--- src/rtl/uart_apb_regs.sv ---
// ---------------------------------------------------------------------------
// uart_apb_regs
//   APB3 slave register front-end for the buffered UART (uart_fifo).
//   CPU accesses to DATA become single-cycle TX pushes / RX pops. PREADY is
//   held off for POP_WAIT cycles after a push/pop so that the FIFO status
//   flags have settled before the CPU can issue the next access. Also holds
//   STATUS, CTRL, an RX idle-timeout counter and a maskable level interrupt.
//
//   Register map (PADDR, word select):
//     0 DATA    R: rx_byte + pop     W: push PWDATA[7:0]
//     1 STATUS  R: {to_flag, intr, busy, tx_fifo_full, rx_fifo_empty}
//               W: bit4 write-one-to-clear to_flag
//     2 CTRL    [1:0] RW  (bit0 RX-not-empty irq enable, bit1 timeout irq enable)
//     3 TIMEOUT [15:0] RW (0 disables the idle timeout flag)
//
// Ports
//   clk, rst                 clock, synchronous active-low reset
//   PADDR/PSEL/PENABLE/PWRITE/PWDATA  APB3 request
//   PRDATA/PREADY/PSLVERR    APB3 response (all registered)
//   tx_byte, transmit        TX FIFO push data / 1-cycle push strobe
//   rx_fifo_pop              1-cycle RX FIFO pop strobe
//   rx_byte                  RX FIFO head
//   rx_fifo_empty, tx_fifo_full, busy  uart_fifo status
//   intr                     registered level interrupt
//
// POP_WAIT must be at least 1.
// ---------------------------------------------------------------------------
module uart_apb_regs #(
  parameter int POP_WAIT = 3,
  parameter int DW       = 16
) (
  input  logic          clk,
  input  logic          rst,
  input  logic [1:0]    PADDR,
  input  logic          PSEL,
  input  logic          PENABLE,
  input  logic          PWRITE,
  input  logic [DW-1:0] PWDATA,
  output logic [DW-1:0] PRDATA,
  output logic          PREADY,
  output logic          PSLVERR,
  output logic [7:0]    tx_byte,
  output logic          transmit,
  output logic          rx_fifo_pop,
  input  logic [7:0]    rx_byte,
  input  logic          rx_fifo_empty,
  input  logic          tx_fifo_full,
  input  logic          busy,
  output logic          intr
);

  // Outputs are registered: the decision taken in a state becomes visible
  // in the following cycle. IDLE therefore takes the access decision, and
  // ACT is the cycle in which its strobe / zero-wait PREADY is visible.
  typedef enum logic [1:0] {
    ST_IDLE = 2'd0,
    ST_ACT  = 2'd1,
    ST_WAIT = 2'd2,
    ST_DONE = 2'd3
  } state_t;

  localparam logic [7:0] WAIT_LAST = 8'(POP_WAIT - 1);

  state_t          state_r, state_s;
  logic [7:0]      wait_cnt_r, wait_cnt_s;
  logic            abort_r, abort_s;
  logic [1:0]      ctrl_r, ctrl_s;
  logic [15:0]     timeout_r, timeout_s;
  logic            to_flag_r, to_flag_s;
  logic [15:0]     idle_cnt_r, idle_cnt_s;

  logic [DW-1:0]   rdata_s;
  logic            ready_s;
  logic            slverr_s;
  logic [7:0]      tx_byte_s;
  logic            transmit_s;
  logic            pop_s;
  logic            intr_s;
  logic            w1c_s;
  logic            to_set_s;
  logic [DW-1:0]   rd_val_s;

  // Read mux for the zero-wait registers.
  always_comb begin
    rd_val_s = '0;
    case (PADDR)
      2'd1:    rd_val_s[4:0]  = {to_flag_r, intr, busy, tx_fifo_full, rx_fifo_empty};
      2'd2:    rd_val_s[1:0]  = ctrl_r;
      2'd3:    rd_val_s[15:0] = timeout_r;
      default: rd_val_s       = '0;
    endcase
  end

  // FSM next-state and next values of all registered outputs/registers.
  always_comb begin
    state_s    = state_r;
    wait_cnt_s = wait_cnt_r;
    abort_s    = abort_r;
    rdata_s    = PRDATA;
    ready_s    = PREADY;
    slverr_s   = PSLVERR;
    tx_byte_s  = tx_byte;
    transmit_s = 1'b0;
    pop_s      = 1'b0;
    ctrl_s     = ctrl_r;
    timeout_s  = timeout_r;
    w1c_s      = 1'b0;

    case (state_r)
      ST_IDLE: begin
        if (PSEL && PENABLE) begin
          state_s = ST_ACT;
          if (PADDR == 2'd0) begin
            if (PWRITE) begin
              if (!tx_fifo_full) begin
                tx_byte_s  = PWDATA[7:0];
                transmit_s = 1'b1;
              end else begin
                ready_s  = 1'b1;
                slverr_s = 1'b1;
              end
            end else begin
              if (!rx_fifo_empty) begin
                rdata_s = {{(DW-8){1'b0}}, rx_byte};
                pop_s   = 1'b1;
              end else begin
                rdata_s  = '0;
                ready_s  = 1'b1;
                slverr_s = 1'b1;
              end
            end
          end else begin
            ready_s  = 1'b1;
            slverr_s = 1'b0;
            if (PWRITE) begin
              rdata_s = '0;
              case (PADDR)
                2'd1:    w1c_s     = PWDATA[4];
                2'd2:    ctrl_s    = PWDATA[1:0];
                2'd3:    timeout_s = PWDATA[15:0];
                default: w1c_s     = 1'b0;
              endcase
            end else begin
              rdata_s = rd_val_s;
            end
          end
        end else begin
          state_s = ST_IDLE;
        end
      end

      ST_ACT: begin
        // PREADY already high means a zero-wait or error access finished.
        if (PREADY) begin
          state_s  = ST_DONE;
          ready_s  = 1'b0;
          slverr_s = 1'b0;
          rdata_s  = '0;
        end else begin
          state_s    = ST_WAIT;
          wait_cnt_s = 8'd0;
          abort_s    = ~PSEL;
        end
      end

      ST_WAIT: begin
        // A master that drops PSEL here gets no PREADY; the FIFO action
        // already happened and is not repeated.
        if (wait_cnt_r == WAIT_LAST) begin
          wait_cnt_s = 8'd0;
          abort_s    = 1'b0;
          if (abort_r || !PSEL) begin
            state_s = ST_IDLE;
            rdata_s = '0;
          end else begin
            state_s  = ST_DONE;
            ready_s  = 1'b1;
            slverr_s = 1'b0;
          end
        end else begin
          wait_cnt_s = wait_cnt_r + 8'd1;
          abort_s    = abort_r | ~PSEL;
        end
      end

      ST_DONE: begin
        // Hold here while PENABLE stays high so a held access is not replayed.
        ready_s  = 1'b0;
        slverr_s = 1'b0;
        rdata_s  = '0;
        if (!PENABLE) begin
          state_s = ST_IDLE;
        end else begin
          state_s = ST_DONE;
        end
      end

      default: begin
        state_s  = ST_IDLE;
        ready_s  = 1'b0;
        slverr_s = 1'b0;
        rdata_s  = '0;
        abort_s  = 1'b0;
      end
    endcase
  end

  // Idle timeout counter, sticky timeout flag and interrupt level.
  always_comb begin
    to_set_s = (timeout_r != 16'd0) && (idle_cnt_r == timeout_r);

    if (rx_fifo_empty || pop_s) begin
      idle_cnt_s = 16'd0;
    end else if (idle_cnt_r != 16'hFFFF) begin
      idle_cnt_s = idle_cnt_r + 16'd1;
    end else begin
      idle_cnt_s = idle_cnt_r;
    end

    // Setting wins over a clear in the same cycle.
    if (to_set_s) begin
      to_flag_s = 1'b1;
    end else if (w1c_s || pop_s) begin
      to_flag_s = 1'b0;
    end else begin
      to_flag_s = to_flag_r;
    end

    intr_s = (ctrl_r[0] & ~rx_fifo_empty) | (ctrl_r[1] & to_flag_r);
  end

  // State and output registers with synchronous active-low reset.
  always_ff @(posedge clk) begin
    if (!rst) begin
      state_r     <= ST_IDLE;
      wait_cnt_r  <= 8'd0;
      abort_r     <= 1'b0;
      ctrl_r      <= 2'd0;
      timeout_r   <= 16'd0;
      to_flag_r   <= 1'b0;
      idle_cnt_r  <= 16'd0;
      PRDATA      <= '0;
      PREADY      <= 1'b0;
      PSLVERR     <= 1'b0;
      tx_byte     <= 8'd0;
      transmit    <= 1'b0;
      rx_fifo_pop <= 1'b0;
      intr        <= 1'b0;
    end else begin
      state_r     <= state_s;
      wait_cnt_r  <= wait_cnt_s;
      abort_r     <= abort_s;
      ctrl_r      <= ctrl_s;
      timeout_r   <= timeout_s;
      to_flag_r   <= to_flag_s;
      idle_cnt_r  <= idle_cnt_s;
      PRDATA      <= rdata_s;
      PREADY      <= ready_s;
      PSLVERR     <= slverr_s;
      tx_byte     <= tx_byte_s;
      transmit    <= transmit_s;
      rx_fifo_pop <= pop_s;
      intr        <= intr_s;
    end
  end

endmodule

--- config.mk ---
export PLATFORM = sky130hd
export DESIGN_NAME = uart_apb_regs
export DESIGN_NICKNAME = d
export VERILOG_FILES = /design/src/rtl/uart_apb_regs.sv
export SDC_FILE = /design/constraint.sdc
export NUM_CORES = 1
export LEC_CHECK = 0
export ABC_AREA = 1
export CAP_MARGIN = 20
export CORE_MARGIN = 2
export CORE_UTILIZATION = 58
export CTS_BUF_LIST = sky130_fd_sc_hd__clkbuf_4 sky130_fd_sc_hd__clkbuf_8 sky130_fd_sc_hd__clkbuf_16
export DETAILED_ROUTE_END_ITERATION = 16
export GPL_TIMING_DRIVEN = 0
export PLACE_DENSITY = 0.86
export REMOVE_ABC_BUFFERS = 1
export SYNTH_ARGS = -nofsm -noshare
export SYNTH_HDL_FRONTEND = slang
export SYNTH_SLANG_ARGS = --single-unit
--- constraint.sdc ---
create_clock -name clk -period 2.82 [get_ports clk]
set_input_delay 0.564 -clock clk [delete_from_list [all_inputs] [get_ports clk]]
set_output_delay 0.564 -clock clk [all_outputs]
set_load 0.05 [all_outputs]
# After elaboration in Yosys (flattened, before gate mapping)
# Cells that the tools add are included.
[totals] regBits=75 wordCells=115
[op_classes] addsub=2 eq_ne=18 muxes=51 bitwise=9 n_reduce_logical=21
[op_table] operator="16-bit 2-to-1 mux" count=7
[op_table] operator="16-bit one-hot mux with 4 select lines" count=1
[op_table] operator="5-bit AND reduction" count=6
[op_table] operator="1-bit 2-to-1 mux" count=29
[op_table] operator="8-bit 2-to-1 mux" count=3
[op_table] operator="16-bit by 1-bit adder with 16-bit output, second input constant" count=1
[op_table] operator="16-bit equality test" count=1
[op_table] operator="16-bit != test, second input constant" count=1
[op_table] operator="8-bit one-hot mux with 2 select lines" count=1
[op_table] operator="16-bit nonzero test" count=1
[op_table] operator="2-bit != test, second input constant" count=6
[op_table] operator="11-bit 2-to-1 mux" count=1
[op_table] operator="8-bit by 1-bit adder with 8-bit output, second input constant" count=1
[op_table] operator="2-bit equality test, second input constant" count=4
[op_table] operator="8-bit by 2-bit equality test with 1-bit output, second input constant" count=1
[op_table] operator="4-bit != test, second input constant" count=2
[op_table] operator="2-bit one-hot mux with 4 select lines" count=1
[op_table] operator="2-bit 2-to-1 mux" count=3
[op_table] operator="2-bit one-hot mux with 3 select lines" count=1
[op_table] operator="3-bit one-hot mux with 2 select lines" count=1
[op_table] operator="6-bit AND reduction" count=1
[op_table] operator="1-bit inverter" count=5
[op_table] operator="2-bit by 1-bit equality test with 1-bit output, second input constant" count=2
[op_table] operator="2-bit logical NOT" count=2
[op_table] operator="other kinds (12)" count=19

# Longest topological paths before layout
[logic_depth] depth_word=9 mapped_depth=11 ltp_nobuf=10

# Worst setup path before layout
# OpenSTA, ideal clock, no wires.
[synth_timing] path_type="register to register" from="reg PREADY" to="reg PRDATA[3]" setup_time_ps=116 arrival_time_ps=1473 path_slack_ps=1231 path_stages_with_launch=9 synth_period_minus_slack_ps=1589 path_cell_list="dfxtp_1 -> inv_1 -> nand2_1 -> nand2_1 -> nor2_2 -> nand3_2 -> buf_4 -> o21ai_0 -> nor2_1"
[synth_between] elab_chain_cells=2
[synth_lines] item="from (decl)" line="40" text="output logic PREADY,"
[synth_lines] item="from (signal assigned)" line="258" text="PREADY <= ready_s;"
[synth_lines] item="2-bit != test (no line)"
[synth_lines] item="5-bit AND reduction (no line)"
[synth_lines] item="to (signal assigned)" line="257" text="PRDATA <= rdata_s;"
[synth_lines] item="to (decl)" line="39" text="output logic [DW-1:0] PRDATA,"
# Every way passes these cells.
# A chain may end at the register's enable or synchronous reset.

# Final worst setup path
[layout_timing] from="in PADDR[1]" to="reg PRDATA[3]"
[layout_between] elab_chain_cells=6 word_cells_on_any_way=10
[layout_lines] item="from (decl)" line="34" text="input logic [1:0] PADDR,"
[layout_lines] item="2-bit equality test / 2-bit by 1-bit equality test with 1-bit output (equally long branches)" line="86" text="case (PADDR)"
[layout_lines] item="3-bit one-hot mux with 2 select lines" line="86"
[layout_lines] item="16-bit 2-to-1 mux" line="135" text="if (PWRITE) begin"
[layout_lines] item="16-bit 2-to-1 mux" line="113" text="if (PADDR == 2'd0) begin"
[layout_lines] item="16-bit 2-to-1 mux" line="111" text="if (PSEL && PENABLE) begin"
[layout_lines] item="16-bit one-hot mux with 4 select lines" line="109" text="case (state_r)"
# Parallel ways exist; a longest one is shown, timed or not. The select of a mux whose other input is x is not followed.

==> out/summary.txt <==
Cell Rows: 29
R2R setup slack: 0.70 ns
Pwr dens: 602 mW/mm²
H-tree levels: 3
Worst setup path class: in -> reg
NumNets Final: 679
Drt initial violations: 285
Reg2reg start: state_r[1]
Yosys warns: 0
N_diodes: 0
Pin count of the biggest net entering global routing: 31
Largest area contributor in the netlist: dfxtp_1
Io pins: 63
Largest family of logic cells by synthesized area: simple AND/OR/NAND/NOR gates
Die height: 86.0 µm
Clock Pin Slew Worst Setup and Hold Paths: 0.08 ns
Compound-cell area share of the yosys netlist: 12.3%
Synth top area share: 38.5%
Vias per inst: 5.63
Setup bufs post-CTS: 0
Period minus WS final: 2.50 ns
Clock share of power: 33.9%
Hold Crit Class: reg -> reg
TritonCTS clock tree: done
Die X: 86.0 µm
Final global-route overflow total: 0
Fraction of layout cells with a size suffix above 1: 5.41%
Critical Path Start: PADDR[1]
Post-cts sizing count: 0
Max VDD drop: 0.000378 V
Synthesized instance count: 583
Clock Skew: 0.00974 ns
Worst hold slack: 0.462 ns
Die area: 0.00739 mm²
Total GRT Usage: 28.6%
CORE AREA: 0.00642 mm²
Clk root buf: clkbuf_8
Synth Area in Adders: 0.963%
First-pass GRT wire length: 17,000 µm
Hold buffer count at CTS: 0
Seq/Total Area, Yosys: 38.5%
Vias in the first global route: 3,834
Leakage Power: 0.00199 µW
Clk buf depth: 2
Measured slew at the worst slew-check pin: 0.734 ns
Synth top area cells: dfxtp_1 (39%), nand2_1 (11%), nor2_1 (9.7%)
Syn avg cell area: 6.69 µm²
RSZ-0062 raised after global routing: no
Initial DRT Pass Iterations: 5
Clk Latency, worst-skew pair: 0.36 ns
Count of cell types in the netlist: 36
Post-synthesis mux area share: 0%
TritonCTS Buffers: 9
DRC Markers: 0
Area Overhead vs Synth: 22.8%
Placed wire-length estimate: 7290 µm
WL/cell: 14.3 µm
Period utilization: 88.7%
Status: finished clean
Sequential power share: 40.6%
Setup crit end kind: flop
Comb pwr share: 25.4%
#FFs+latches synth: 75
Total power: 2880 µW
Final wirelength: 10,400 µm
CP Launch Type: input port
Starting Density: 60.7%
Synth Area in Simple Gates: 35.6%
Final hold violation count: 0
DR vias: 4,074
Switching Power: 975 µW
Max_slew headroom: 51.0%
Max cap viols: 0
Max Clk Rate: 0.400 GHz
WP data arrival: 2.75 ns
Post-route ant nets: 0
Crit path to: PRDATA[3]
Worst EP required: 3.07 ns
Reg2reg end: PRDATA[3]
Cell area after synthesis: 0.00390 mm²
Int Power: 1910 µW
Port Buffers: 62
Max-slew violations: 0
Gpl congestion: 0.951
Cells on worst reg2reg path: 7
Sw Share: 33.8%
Post-Synth XOR/XNOR Area: 3.37%
Final setup viols: 0
Antenna violations before repair: 0
Clock sinks: 75
CP max FO: 21
[final cells by class]
| cell class | count | area (µm²) |
|---|---|---|
| inverters | 73 | 274 |
| repair buffers | 63 | 648 |
| multi-input cells | 420 | 2030 |
| well taps | 77 | 96.3 |
| clock buffers | 11 | 151 |
| clock inverters | 5 | 83.8 |
| fillers | 499 | 1630 |
| flip-flops and latches | 75 | 1500 |
[cell families (layout without fill, tap and decap cells)]
group,count (synthesis),in the layout
simple gates,312,312
compound gates,90,90
buf+inv,88,152
flops,75,75
xor+xnor,15,15
fa+ha+maj,3,3
[synth_stat cells (all sizes together)]
| library cell | instances |
|---|---|
| o211ai | 1 |
| buf | 10 |
| xnor2 | 3 |
| nand3b | 2 |
| clkbuf | 5 |
| o22ai | 2 |
| a21oi | 35 |
| ha | 3 |
| o31ai | 1 |
| a31oi | 5 |
| clkinv | 1 |
| o21ai | 41 |
| a211oi | 4 |
| nand3 | 30 |
| or2 | 2 |
| nor3b | 1 |
| nor2 | 108 |
| nand4 | 22 |
| xor2 | 12 |
| and3 | 1 |
| inv | 72 |
| nand2 | 123 |
| dfxtp | 75 |
| nor3 | 22 |
| nor4 | 1 |
| a311oi | 1 |
[per-layer routing]
layer / vias up / share of wire (%) / GRT usage, % / wire [µm]
met3: 29 / 6.4 / 4.43 / 664
met4: 0 / 2.2 / 13.6 / 230
li1: 2011 / - / - / -
met1: 1876 / 42 / 35.4 / 4390
met2: 158 / 49 / 48.3 / 5090
met5: - / 0 / 0 / 0
[worst min-delay path by stage]
stage	to	cells past startpoint	from
2_1_floorplan	ctrl_r[1]	2	ctrl_r[1]
3_3_place_gp	PRDATA[5]	2	PRDATA[5]
3_5_place_dp	ctrl_r[0]	2	ctrl_r[0]
4_1_cts	ctrl_r[0]	2	ctrl_r[0]
5_1_grt	ctrl_r[1]	2	ctrl_r[1]
6_report	ctrl_r[0]	2	ctrl_r[0]
[state kept, by name, summed over array words and instances, names as in the netlist]
register and count:
idle_cnt_r 16, timeout_r 16, PREADY 1, tx_byte 8
transmit 1, rx_fifo_pop 1, wait_cnt_r 8, abort_r 1
PRDATA 16, ctrl_r 2, PSLVERR 1, to_flag_r 1
state_r 2, intr 1
[power by group through the flow]
stage / clock network [µW] / registers, µW / logic [µW]
after global placement: 0 / 1190 / 698
after detailed placement: 0 / 1200 / 718
after floorplan: 0 / 1330 / 349
after CTS: 980 / 1170 / 726
final: 979 / 1170 / 733
after global routing: 1020 / 1180 / 801
[critical path: stages]
cell and delay (ns):
clkdlybuf4s50_1 0.61, nor2_4 0.12, nand2_4 0.11, nor2_1 0.06, nor2_2 0.42, nand3_2 0.49, o21ai_0 0.31, nor2_1 0.06
[layout by cell type, fill, tap and decap left out, types with 4 or more instances in the layout]
cell / instances
inv_1: 70
o21ai_0: 39
nand2_1: 119
xor2_1: 12
nand4_1: 22
nor3_1: 22
nand3_1: 28
clkdlybuf4s50_1: 62
nor2_1: 101
nor2_4: 4
a211oi_1: 4
a31oi_1: 5
a21oi_1: 35
clkbuf_8: 11
dfxtp_1: 75
[stage by stage]
step / setup TNS (ns) / setup slack (ns) / area, µm² / util, % / std cells
final: 0 / 0.320 / 4790 / 74.6 / 724
after global routing: 0 / 0.158 / 4790 / 74.6 / 724
after CTS: 0 / 0.364 / 4790 / 74.6 / 724
after detailed placement: 0 / 0.00469 / 4550 / 70.9 / 708
after global placement: -3.13 / -0.297 / 4530 / 70.5 / 707
after floorplan: 0 / 0.896 / 3810 / - / 568
Power figures use the tool's default switching activity.
